===== config.mk =====
export PLATFORM = sky130hd
export DESIGN_NAME = spike_rate_decoder
export DESIGN_NICKNAME = d
export VERILOG_FILES = /design/src/rtl/snn_pkg.sv /design/src/rtl/isi_meter.sv /design/src/rtl/spike_rate_decoder.sv
export SDC_FILE = /design/constraint.sdc
export NUM_CORES = 1
export LEC_CHECK = 0
export ABC_CLOCK_PERIOD_IN_PS = 3000
export CAP_MARGIN = 40
export CORE_MARGIN = 2
export CORE_UTILIZATION = 50
export DETAILED_ROUTE_END_ITERATION = 10
export MAX_ROUTING_LAYER = met4
export PLACE_DENSITY = 0.8
export SLEW_MARGIN = 20
export SYNTH_ARGS = -nofsm -noshare
export SYNTH_HDL_FRONTEND = slang
export SYNTH_SLANG_ARGS = --single-unit

===== constraint.sdc =====
create_clock -name clk -period 3 [get_ports clk]
set_input_delay 0.6 -clock clk [delete_from_list [all_inputs] [get_ports clk]]
set_output_delay 0.6 -clock clk [all_outputs]
set_load 0.03 [all_outputs]

===== src/rtl/snn_pkg.sv =====
// Shared fixed-point definitions for the spiking-neuron blocks: Q0.16 per-tick
// probability format and window-count to rate conversion.
package snn_pkg;

  localparam int Q16_W = 16;
  localparam logic [Q16_W-1:0] Q16_MAX = 16'hFFFF;

  // total spikes over a 2^win_log2 window -> Q0.16 probability, saturating at 1.0
  function automatic logic [Q16_W-1:0] sat_shift_q16(input logic [16:0] total,
                                                     input int win_log2);
    logic [32:0] wide;
    wide = 33'(total) << (Q16_W - win_log2);
    if (wide > 33'(Q16_MAX)) return Q16_MAX;
    return wide[Q16_W-1:0];
  endfunction

endpackage


===== src/rtl/isi_meter.sv =====
// Inter-spike interval meter: counts enabled ticks since the last spike and
// reports the interval, saturating, on every spike after the first.
module isi_meter #(
  parameter int ISI_W = 16
) (
  input  logic             clk,
  input  logic             rst_n,
  input  logic             en,
  input  logic             spike,
  output logic [ISI_W-1:0] isi,
  output logic             isi_valid
);

  localparam logic [ISI_W-1:0] ISI_MAX = '1;

  logic [ISI_W-1:0] cnt;
  logic             seen;

  always_ff @(posedge clk or negedge rst_n) begin
    if (!rst_n) begin
      cnt       <= '0;
      seen      <= 1'b0;
      isi       <= '0;
      isi_valid <= 1'b0;
    end else begin
      isi_valid <= 1'b0;
      if (en) begin
        if (spike) begin
          // cnt restarts at 0 so the next spike reports cnt+1 enabled ticks
          cnt  <= '0;
          seen <= 1'b1;
          if (seen) begin
            isi       <= (cnt == ISI_MAX) ? ISI_MAX : cnt + ISI_W'(1);
            isi_valid <= 1'b1;
          end
        end else if (cnt != ISI_MAX) begin
          cnt <= cnt + ISI_W'(1);
        end
      end
    end
  end

endmodule


===== src/rtl/spike_rate_decoder.sv =====
// Spike-train rate decoder: counts spikes over a 2^WIN_LOG2 enabled-tick window,
// reports count and Q0.16 rate with valid/ready handshake, and measures ISI.
module spike_rate_decoder
  import snn_pkg::*;
#(
  parameter int WIN_LOG2 = 10,
  parameter int ISI_W    = 16
) (
  input  logic                clk,
  input  logic                rst_n,
  input  logic                en,
  input  logic                spike,
  input  logic                out_ready,
  output logic                out_valid,
  output logic [WIN_LOG2:0]   count,
  output logic [Q16_W-1:0]    rate_q16,
  output logic                overrun,
  output logic [ISI_W-1:0]    isi,
  output logic                isi_valid
);

  logic [WIN_LOG2-1:0] tick_cnt;
  logic [WIN_LOG2:0]   acc;
  logic [WIN_LOG2:0]   total;
  logic                final_tick;
  logic                handshake;

  assign final_tick = en && (&tick_cnt);
  assign total      = acc + (WIN_LOG2+1)'(spike);
  assign handshake  = out_valid && out_ready;

  always_ff @(posedge clk or negedge rst_n) begin
    if (!rst_n) begin
      tick_cnt  <= '0;
      acc       <= '0;
      out_valid <= 1'b0;
      count     <= '0;
      rate_q16  <= '0;
      overrun   <= 1'b0;
    end else begin
      if (en) begin
        tick_cnt <= tick_cnt + WIN_LOG2'(1);
        acc      <= final_tick ? '0 : total;
      end
      if (handshake) begin
        out_valid <= 1'b0;
        overrun   <= 1'b0;
      end
      // a new result wins over the consume; only an unaccepted one counts as overrun
      if (final_tick) begin
        count     <= total;
        rate_q16  <= sat_shift_q16(17'(total), WIN_LOG2);
        out_valid <= 1'b1;
        if (out_valid && !out_ready) overrun <= 1'b1;
      end
    end
  end

  isi_meter #(
    .ISI_W(ISI_W)
  ) u_isi_meter (
    .clk      (clk),
    .rst_n    (rst_n),
    .en       (en),
    .spike    (spike),
    .isi      (isi),
    .isi_valid(isi_valid)
  );

endmodule

### After elaboration in Yosys (flattened, before gate mapping)

Index checks and enable logic that the tools add are counted.

* flip-flop bits (word level): 84
* bits of input ports: 5
* output and inout bits: 46
* logic and storage cells: 42

* $add $sub $neg: 3
* $lt $le $gt $ge: 1
* equality and inequality tests: 2
* multiplexer cells: 16
* reductions and logical operators: 10

Operator list (count)
* two-way mux 16 bit: 5
* greater-than comparator 17 x 16 -> 1 bit, second input constant: 1
* adder 16 x 1 -> 16 bit, second input constant: 1
* == test 16 bit, second input constant: 1
* != test 16 bit, second input constant: 1
* adder 11 x 1 -> 11 bit: 1
* two-way mux 11 bit: 1
* adder 10 x 1 -> 10 bit, second input constant: 1
* two-way mux 1 bit: 10
* AND reduction 10 bit: 1
* AND reduction 2 bit: 2
* nonzero test 2 bit: 2
* logical AND 1 bit: 3
* AND reduction 3 bit: 1
* zero test 1 bit: 1

### Logic depth before layout (Yosys ltp)

Gate-level depths: netlist (run 1).

* depth in word-level cells: 5
* gate-level depth with buffers: 9

### By module

Synthesis (run 1) repeated with hierarchy kept, for this count alone.

* cells, all modules: 373
* area total of the unflattened synthesis: 3784.9 µm²

Modules (own cells, without submodules)
* spike_rate_decoder: times used 1, cells each 200, area an instance 2062.0 µm²
* isi_meter: times used 1, cells each 173, area an instance 1722.9 µm²

### Least setup slack after synthesis (run 1)

OpenSTA, ideal clock, no wires.

* path kind: input to register
* start point: input spike
* end point: register rate_q16[10]
* setup time: 77 ps
* arrival: 2044 ps
* required time: 2923 ps
* setup slack: 879 ps
* stages: 9
* buffers on the path: 2
* cells stage by stage: ha_1 -> ha_1 -> and3_1 -> clkbuf_1 -> nand4_1 -> xor2_1 -> and2_1 -> buf_2 -> a21oi_1

* longest elaborated chain between the ends: 5

Ends and longest elaborated chain
* from (decl): line spike_rate_decoder.sv:12 `input logic spike,`
* adder 11 x 1 -> 11 bit *: line spike_rate_decoder.sv:29 `assign total = acc + (WIN_LOG2+1)'(spike);`
* greater-than comparator 17 x 16 -> 1 bit: line snn_pkg.sv:13 `if (wide > 33'(Q16_MAX)) return Q16_MAX;`
* two-way mux 1 bit: line snn_pkg.sv:13
* two-way mux 1 bit: line spike_rate_decoder.sv:50 `if (final_tick) begin`
* two-way mux 16 bit *: line snn_pkg.sv:14 `return wide[Q16_W-1:0];`
* to (signal assigned): line spike_rate_decoder.sv:52 `rate_q16 <= sat_shift_q16(17'(total), WIN_LOG2);`
* to (decl): line spike_rate_decoder.sv:16 `output logic [Q16_W-1:0] rate_q16,`

Every way passes the cells marked *; elsewhere a longest branch is shown, timed or not. The select of a mux whose other input is x is not followed.
A chain may end at the register's enable or synchronous reset.

### Worst setup path in the final report (run 1)

* start point: input spike
* end point: register rate_q16[15]

The elaborated chain is that of the path after synthesis.

==> results of run 1 <==
==> cell type report <==
class	instances	area share
Tap cell	96	0.02757
Inverter	9	0.007754
Multi-Input combinational cell	238	0.3420
Sequential cell	78	0.4480
Timing Repair Buffer	57	0.1310
Clock buffer	10	0.02929
Clock inverter	6	0.01436
==> worst max-delay path: cells and delay by family <==
family / cells / cell delay (ns)
buf+inv: 1 / 0.51
compound gates: 1 / 0.15
xor+xnor: 1 / 0.16
fa+ha+maj: 2 / 0.42
simple gates: 3 / 0.88
==> power by group <==
part | internal [mW] | leakage [nW] | switching [mW] | total (mW)
Combinational | 0.163 | 0.793 | 0.210 | 0.373
Sequential | 1.15 | 1.04 | 0.0991 | 1.25
Clock | 0.381 | 0.0883 | 0.383 | 0.764
==> registers in the layout, summed over array words and instances, names as in the netlist, named ones only <==
signal / cells
acc: 11
count: 10
out_valid: 1
rate_q16: 11
tick_cnt: 10
u_isi_meter.cnt: 16
u_isi_meter.isi: 16
u_isi_meter.isi_valid: 1
u_isi_meter.seen: 1
==> cells in the mapped netlist (2+ instances only) <==
cell type  number
dfrtp_1        78
nor2_1         39
a21oi_1        29
nand2_1        24
xor2_1         16
nand3_1        14
xnor2_1        13
nand4_1        12
o21ai_0        10
o31ai_1        10
a31oi_1         8
and3_1          8
buf_2           8
clkbuf_1        8
inv_1           8
buf_4           7
o2bb2ai_1       7
o311ai_1        7
nand2b_1        5
a21o_1          4
ha_1            4
buf_1           3
mux2_2          3
and2_1          2
and4_1          2
nand3b_1        2
nand4_2         2
nor2b_1         2
nor3_1          2
nor3_2          2
o211ai_1        2
==> path summary, 6_finish.rpt <==
kind,from,end,slack (ns),cells past startpoint
max,spike,rate_q16[15],0.48,8
min,rst_n,rate_q16[6],0.15,1
max reg2reg,u_isi_meter.cnt[0],u_isi_meter.cnt[11],0.52,6
min reg2reg,u_isi_meter.isi[1],u_isi_meter.isi[1],0.47,2
max in group asynchronous,rst_n,u_isi_meter.cnt[9],2.27,2
min in group clk,u_isi_meter.isi[1],u_isi_meter.isi[1],0.47,2
==> cells in the final DEF, fill, tap and decap left out, types with 2 or more instances in the layout <==
| master | synthesis | final |
|---|---|---|
| mux2_2 | 3 | 3 |
| nand2b_1 | 5 | 5 |
| nand4_1 | 12 | 12 |
| and2_1 | 2 | 2 |
| xor2_1 | 16 | 16 |
| clkbuf_8 | 0 | 9 |
| clkinvlp_4 | 0 | 3 |
| a31oi_1 | 8 | 8 |
| and3_1 | 8 | 8 |
| nand3b_1 | 2 | 2 |
| o2bb2ai_1 | 7 | 7 |
| nor2_1 | 39 | 39 |
| buf_4 | 7 | 7 |
| nand2_1 | 24 | 24 |
| clkdlybuf4s50_1 | 0 | 49 |
| o311ai_1 | 7 | 7 |
| inv_1 | 8 | 8 |
| and4_1 | 2 | 2 |
| clkinv_2 | 0 | 2 |
| o31ai_1 | 10 | 10 |
| o21ai_0 | 10 | 10 |
| xnor2_1 | 13 | 13 |
| o211ai_1 | 2 | 2 |
| nor2b_1 | 2 | 2 |
| ha_1 | 4 | 4 |
| nand3_1 | 14 | 14 |
| nand4_2 | 2 | 2 |
| a21oi_1 | 29 | 29 |
| dfrtp_1 | 78 | 78 |
| nor3_2 | 2 | 3 |
| a21o_1 | 4 | 4 |
==> routing by layer <==
| layer | up-vias | share of wire | GRT usage | wire length, um |
|---|---|---|---|---|
| met1 | 1358 | 0.47 | 0.2897 | 3416 |
| met2 | 74 | 0.46 | 0.3066 | 3354 |
| met4 | 0 | 0.025 | 0.1198 | 184 |
| met5 | - | 0 | - | 0 |
| li1 | 1329 | - | - | - |
| met3 | 16 | 0.041 | 0.03139 | 297 |
==> logic make-up (layout without fill, tap and decap cells) <==
| kind of cell | after synthesis | after routing | synth area share |
|---|---|---|---|
| simple gates | 120 | 120 | 0.1715 |
| mux | 4 | 4 | 0.01215 |
| fa+ha+maj | 4 | 4 | 0.01388 |
| flops | 78 | 78 | 0.5415 |
| xor+xnor | 29 | 29 | 0.07046 |
| compound gates | 81 | 81 | 0.1440 |
| buf+inv | 35 | 82 | 0.04651 |
==> metrics by stage <==
stage | cell area [um2] | setup slack (ns) | std cells
after global routing | 4357 | 0.3277 | 494
after global placement | 4139 | 0.2748 | 477
after floorplan | 3605 | 0.8788 | 351
after detailed placement | 4167 | 0.1553 | 478
final | 4357 | 0.4803 | 494
after CTS | 4357 | 0.4978 | 494
==> results_dict.tcl, run 1 <==
set metrics [dict create \
    status "complete, no violations" \
    async_reset_ff_frac 1.000 \
    initial_core_util 0.5248 \
    htreeDepth 3 \
    drt_pre_antenna_iters 4 \
    setup_viol 0 \
    seq_area_frac_synth 0.5415 \
    cts_tree "done" \
    rows 30 \
    clkSlewWorstSetupHoldPaths_ns 0.08 \
    portBuffers 50 \
    ys_types 41 \
    synth_top_area_frac 0.5415 \
    grt_pass1_vias 2606 \
    multiInputGateArea_mm2 0.001490 \
    syn_area_per_cell_um2 10.27 \
    dp_hpwl_um 5129 \
    p_leak_nw 1.918 \
    routed_wl_um 7252 \
    cts_buffers 9 \
    yosysTopAreaCell "dfrtp_1" \
    worstPathArrival_ns 2.73 \
    finish.utilization 0.6342 \
    drive_above_1_share 0.08291 \
    clock_latency_ns 0.36 \
    setup.worst_path.class "input pin to register" \
    gp_congestion 0.8556 \
    crit_fanout 11 \
    cts.sinks 78 \
    cp_slowest_cell "clkdlybuf4s50_1" \
    slew_violations 0 \
    relSlewSlack 0.5445 \
    nNetsFinal 402 \
    ir_worst_vdd_mv 0.2872 \
    finClkSkew_ns 0.009025 \
    ys_ff_latch 78 \
    ant_nets 0 \
    yosysWarnings 0 \
    path_cells "clkdlybuf4s50_1, ha_1, ha_1, and3_1, nand4_1, xor2_1, and2_1, a21oi_1" \
    grtUsageTotal 0.2128 \
    seq_area_mm2 0.001952 \
    ctsHoldBuffers 0 \
    holdWs_ns 0.1534 \
    synthCells 351 \
    grt_max_degree 52 \
    layout_min_cycle_time_ns 2.520 \
    startpoint_type "input pin" \
    dieArea_mm2 0.007905 \
    route.detailed.drc 0 \
    power_density_mw_per_mm2 548.7 \
    die_w_um 88.91 \
    antenna_found_initial 0 \
    tightest_slew_ns 0.6818 \
    timing.final.crit_share 0.8399 \
    end_kind "register" \
    clk_path_buf_depth 2 \
    max_clock_freq_mhz 396.9 \
    slowest_delay_ns 0.51 \
    gr-total-overflow 0 \
    synth.area.top_cells "dfrtp_1, nor2_1, a21oi_1, xor2_1, xnor2_1" \
    coreArea_mm2 0.006869 \
    grt_pass1_wl_um 12460 \
    num_io_pins 51 \
    cts.repair.resized 0 \
    num_vias 2777 \
    syn_area_mm2 0.003605 \
    antenna_cells 0 \
    synth_edf_count 0 \
    avgRoutedWirePerCell_um 14.68 \
    cap_viol_max_count 0 \
    hold_class "input pin to asynchronous set/reset pin" \
    grt_setup_unrepaired "no" \
    syn-num-nets 360 \
    synth-main-ff-cell "dfrtp_1" \
    vias_per_cell 5.621 \
    crit_top_cell "ha_1" \
    fillers 554 \
    postCtsSetupRepairBufs 0 \
    total_power_mw 2.390 \
    area_growth_pct 20.86 \
    drtIter0Drc 168 \
    crit_required_ns 3.21 \
    die_h_um 88.91 \
    root_buffer "clkbuf_8" \
    setup_tns_ns 0 \
    hold_violations 0 \
]
No activity file was read; power rests on OpenSTA's default activity.
==> run 2, diff against run 1 <==
--- a/config.mk
+++ b/config.mk
@@ -5,13 +5,13 @@
 export SDC_FILE = /design/constraint.sdc
 export NUM_CORES = 1
 export LEC_CHECK = 0
-export ABC_CLOCK_PERIOD_IN_PS = 3000
+export ABC_CLOCK_PERIOD_IN_PS = 2150
 export CAP_MARGIN = 40
 export CORE_MARGIN = 2
-export CORE_UTILIZATION = 50
+export CORE_UTILIZATION = 49
 export DETAILED_ROUTE_END_ITERATION = 10
 export MAX_ROUTING_LAYER = met4
-export PLACE_DENSITY = 0.8
+export PLACE_DENSITY = 0.82
 export SLEW_MARGIN = 20
 export SYNTH_ARGS = -nofsm -noshare
 export SYNTH_HDL_FRONTEND = slang
==> constraint.sdc (replaced) <==
create_clock -name clk -period 2.15 [get_ports clk]
set_input_delay 0.43 -clock clk [delete_from_list [all_inputs] [get_ports clk]]
set_output_delay 0.43 -clock clk [all_outputs]
set_load 0.03 [all_outputs]
==> run 2 against run 1 <==
- power is 43% higher
- clock skew hardly changed
- sequential power is 40% higher
- via count is 1.5% higher
- register-to-register slack worse by 0.28 ns
==> results_dict.tcl, run 2 (same netlist as run 1, synthesis figures left out) <==
set metrics [dict create \
    layout_commonest_cell "dfrtp_1" \
    drive_above_1_share 0.1295 \
    clk_path_buf_depth 2 \
    drtIter0Drc 179 \
    antenna_cells 0 \
    cap_viol_max_count 0 \
    dieArea_mm2 0.008059 \
    wl_met1_um 3357 \
    grt_setup_unrepaired "no" \
    cts.sinks 78 \
    ctsHoldBuffers 0 \
    final_area_mm2 0.004528 \
    ant_nets 0 \
    grtUsageTotal 0.2090 \
    max_clock_freq_mhz 499.7 \
    hold_violations 0 \
    ir_worst_vdd_mv 0.3503 \
    area_growth_pct 25.62 \
    hold_class "input pin to asynchronous set/reset pin" \
    setup_slack_ns 0.1487 \
    power_density_mw_per_mm2 753.2 \
    tightest_slew_ns 0.4134 \
    crit_required_ns 2.42 \
    vias_per_cell 5.461 \
    placed_area_mm2 0.004318 \
    die_w_um 89.77 \
    coreArea_mm2 0.007176 \
    dp_hpwl_um 5329 \
    top_regs "u_isi_meter.cnt (16), u_isi_meter.isi (16)" \
    p_leak_nw 2.026 \
    setup.worst_path.class "input pin to register" \
    drt_pre_antenna_iters 5 \
    slowest_delay_ns 0.53 \
    finish.utilization 0.6310 \
    setup_viol 0 \
    htreeDepth 3 \
    avgRoutedWirePerCell_um 14.35 \
    holdWs_ns 0.007648 \
    num_vias 2818 \
    crit_top_cell "ha_1" \
    worstPathArrival_ns 2.27 \
    regToRegSetupSlack_ns 0.24 \
    layout_min_cycle_time_ns 2.001 \
    cts_buffers 9 \
    routed_wl_um 7406 \
    grt_pass1_vias 2867 \
    pre_cts_ws_ns -0.3627 \
    num_io_pins 51 \
    nNetsFinal 421 \
    highest_layer "met4" \
    wl_met2_um 3703 \
    finClkSkew_ns 0.008590 \
    final_cell_mix "dfrtp_1, clkdlybuf4s50_1, nor2_1, a21oi_1, buf_4" \
    initial_core_util 0.5024 \
    crit_fanout 11 \
    relSlewSlack 0.7237 \
    grt_max_degree 35 \
    gp_congestion 0.8395 \
    grt_pass1_wl_um 13450 \
    rows 31 \
    clkSlewWorstSetupHoldPaths_ns 0.07 \
    antenna_found_initial 0 \
    startpoint_type "input pin" \
    gr-total-overflow 0 \
    slew_violations 0 \
    portBuffers 50 \
    die_h_um 89.77 \
    cts_tree "done" \
    clock_latency_ns 0.35 \
    status "complete, no violations" \
    cp_slowest_cell "clkdlybuf4s50_1" \
    timing.final.crit_share 0.9309 \
    path_cells "clkdlybuf4s50_1, ha_1, ha_1, and3_1, nand4_1, xor2_1, and2_2, a21oi_1" \
    met3_length_um 235 \
    route.detailed.drc 0 \
    end_kind "register" \
    root_buffer "clkbuf_8" \
]
run 2: power by group:
group	switching (mW)	total, mW	internal [mW]	leakage (nW)
clock network	0.513	1.11	0.599	0.0996
registers	0.140	1.75	1.61	1.04
logic	0.301	0.547	0.246	0.889
run 2: per-stage QoR:
stage	cells	TNS [ns]	total power, mW
after CTS	516	0	3.431
after detailed placement	500	-4.522	2.329
after global placement	500	-3.201	2.295
after global routing	516	0	3.581
after floorplan	351	0	2.091
final	516	0	3.411
run 2: worst max-delay path: cells and delay by family:
family	cells	cell delay, ns
xor+xnor	1	0.17
simple gates	3	0.62
fa+ha+maj	2	0.35
buf+inv	1	0.53
compound gates	1	0.17
run 2: cell type report:
class	instances	area (um2)
fillers	561	2648
flip-flops and latches	78	1952
multi-input cells	238	1499
repair buffers	76	718.2
clock buffers	13	158.9
well taps	99	123.9
clock inverters	3	42.54
inverters	9	33.78
run 2: path summary, 6_finish.rpt:
kind,cells past startpoint,from,end
min in group clk,2,u_isi_meter.isi[1],u_isi_meter.isi[1]
worst max register to register,7,u_isi_meter.cnt[0],u_isi_meter.cnt[5]
worst max-delay path,8,spike,rate_q16[12]
max in group asynchronous,2,rst_n,u_isi_meter.cnt[15]
worst min register to register,2,u_isi_meter.isi[1],u_isi_meter.isi[1]
worst min-delay path,1,rst_n,u_isi_meter.isi_valid
run 2: layer usage:
layer  GRT usage  vias to the layer above
met3     0.03856                       10
li1            -                     1365
met1      0.2744                     1380
met4     0.07564                        0
met5           -                        -
met2      0.3295                       63
run 2: timing repair:
item | 4_1_cts | 5_1_grt
hold endpoints to repair | 0 | 0
endpoints found under the setup margin | 0 | 21
resized for setup | 0 | 4
buffers inserted | 0 | 0
==> run 3, diff against run 2 <==
--- a/config.mk
+++ b/config.mk
@@ -8,10 +8,11 @@
 export ABC_CLOCK_PERIOD_IN_PS = 2150
 export CAP_MARGIN = 40
 export CORE_MARGIN = 2
-export CORE_UTILIZATION = 49
+export CORE_UTILIZATION = 36
 export DETAILED_ROUTE_END_ITERATION = 10
+export HOLD_SLACK_MARGIN = 0.06
 export MAX_ROUTING_LAYER = met4
-export PLACE_DENSITY = 0.82
+export PLACE_DENSITY = 0.65
 export SLEW_MARGIN = 20
 export SYNTH_ARGS = -nofsm -noshare
 export SYNTH_HDL_FRONTEND = slang
==> run 3 against run 2 <==
- global-route usage down 5.7 points
- final cell count grew 5.4%
- register-to-register slack got worse by 0.03 ns
- power fell by 6.7%
- maximum frequency is essentially flat
- non-clock buffer count shrank 3
- die area rose by 34%
- utilization down 17 points
- via count is 1.8% lower
- routed wire length rose by 2.5%
- combinational power shrank 2%
- critical path type unchanged
- largest power group unchanged
==> results_dict.tcl, run 3 (same netlist as run 1, synthesis figures left out) <==
set metrics [dict create \
    status "complete, no violations" \
    drive_above_1_share 0.1192 \
    top_regs "u_isi_meter.cnt (16), u_isi_meter.isi (16)" \
    power_density_mw_per_mm2 708.5 \
    layout_commonest_cell "dfrtp_1" \
    setup.worst_path.class "input pin to register" \
    holdWs_ns 0.07600 \
    ir_worst_vdd_mv 0.2930 \
    cap_viol_max_count 0 \
    grt_setup_unrepaired "no" \
    grt_pass1_wl_um 13010 \
    r2r-start "u_isi_meter.cnt[0]" \
    die_w_um 104.1 \
    coreArea_mm2 0.009729 \
    layout_min_cycle_time_ns 1.999 \
    hold_violations 0 \
    dieArea_mm2 0.01083 \
    num_io_pins 51 \
    slew_violations 0 \
    startpoint_type "input pin" \
    final_cell_mix "dfrtp_1, clkdlybuf4s50_1, nor2_1, a21oi_1, nand2_1" \
    relSlewSlack 0.7037 \
    grt_max_degree 79 \
    setup_viol 0 \
    initial_core_util 0.3705 \
    worstPathArrival_ns 2.27 \
    timing.final.crit_share 0.9300 \
    finClkSkew_ns 0.009287 \
    num_vias 2767 \
    route.detailed.drc 0 \
    routed_wl_um 7589 \
    gp_congestion 0.8414 \
    root_buffer "clkbuf_8" \
    cts.sinks 78 \
    avgRoutedWirePerCell_um 13.95 \
    ctsHoldBuffers 0 \
    finish.utilization 0.4614 \
    total_power_mw 3.181 \
    gr-total-overflow 0 \
    clk_path_buf_depth 2 \
    crit_fanout 11 \
    die_h_um 104.1 \
    area_growth_pct 24.54 \
    end_kind "register" \
    dp_cells 531 \
    drtIter0Drc 123 \
    cts_tree "done" \
    tightest_slew_ns 0.4434 \
    vias_per_cell 5.086 \
    dp_hpwl_um 5336 \
    setup_tns_ns 0 \
    grt_pass1_vias 2744 \
    fin_cells 544 \
    portBuffers 50 \
    nNetsFinal 418 \
    grtUsageTotal 0.1524 \
    drt_pre_antenna_iters 5 \
    ant_nets 0 \
    clkSlewWorstSetupHoldPaths_ns 0.07 \
    crit_required_ns 2.42 \
    cts_buffers 9 \
    antenna_found_initial 0 \
    htreeDepth 3 \
    p_leak_nw 1.989 \
    antenna_cells 0 \
    hold_class "input pin to asynchronous set/reset pin" \
    clock_latency_ns 0.36 \
    rows 36 \
    cp-startpoint "spike" \
    max_clock_freq_mhz 500.1 \
]
[run 3: through the flow]
step                setup WS, ns  area [um2]
global route             0.02652        4489
global placement         -0.3076        4338
CTS                     0.007213        4481
detailed placement       -0.3747        4338
finish                    0.1505        4489
floorplan                 0.1988        3605
[run 3: worst paths after layout]
path | endpoint | slack [ns] | cells past startpoint
min | u_isi_meter.isi[10] | 0.08 | 2
min reg2reg | u_isi_meter.seen | 0.48 | 1
min in group clk | u_isi_meter.seen | 0.48 | 1
max in group asynchronous | rate_q16[10] | 1.74 | 2
max reg2reg | u_isi_meter.isi[10] | 0.21 | 6
max | rate_q16[9] | 0.15 | 8
[run 3: layout make-up]
cell class / count / area [um2]
clock buffers: 10 / 127.6
clock inverters: 3 / 15.01
fillers: 916 / 5240
inverters: 9 / 33.78
multi-input cells: 238 / 1499
flip-flops and latches: 78 / 1952
well taps: 133 / 166.4
repair buffers: 73 / 695.7
[run 3: repair_timing]
| action | CTS | global route |
|---|---|---|
| buffers inserted | 0 | 0 |
| setup endpoints to repair | 0 | 20 |
| resized for setup | 0 | 3 |
[run 3: power by group]
group / internal [mW] / total [mW] / leakage [nW] / switching [mW]
Clock: 0.394 / 0.896 / 0.0776 / 0.502
Combinational: 0.242 / 0.538 / 0.874 / 0.296
Sequential: 1.61 / 1.75 / 1.04 / 0.135
Total: 2.25 / 3.18 / 1.99 / 0.933
[run 3: critical path, cell delays in order]
cell and delay (ns):
clkdlybuf4s50_1 0.53, ha_1 0.19, ha_1 0.16, and3_1 0.18, nand4_1 0.14, xor2_1 0.17
and2_2 0.27, a21oi_1 0.19
[run 3: per-layer routing]
metal,track usage,part of all wire,vias to the layer above
li1,-,-,1350
met1,0.1937,0.47,1343
met2,0.2289,0.46,58
met3,0.03571,0.045,16
met4,0.07625,0.024,0
met5,-,0,-
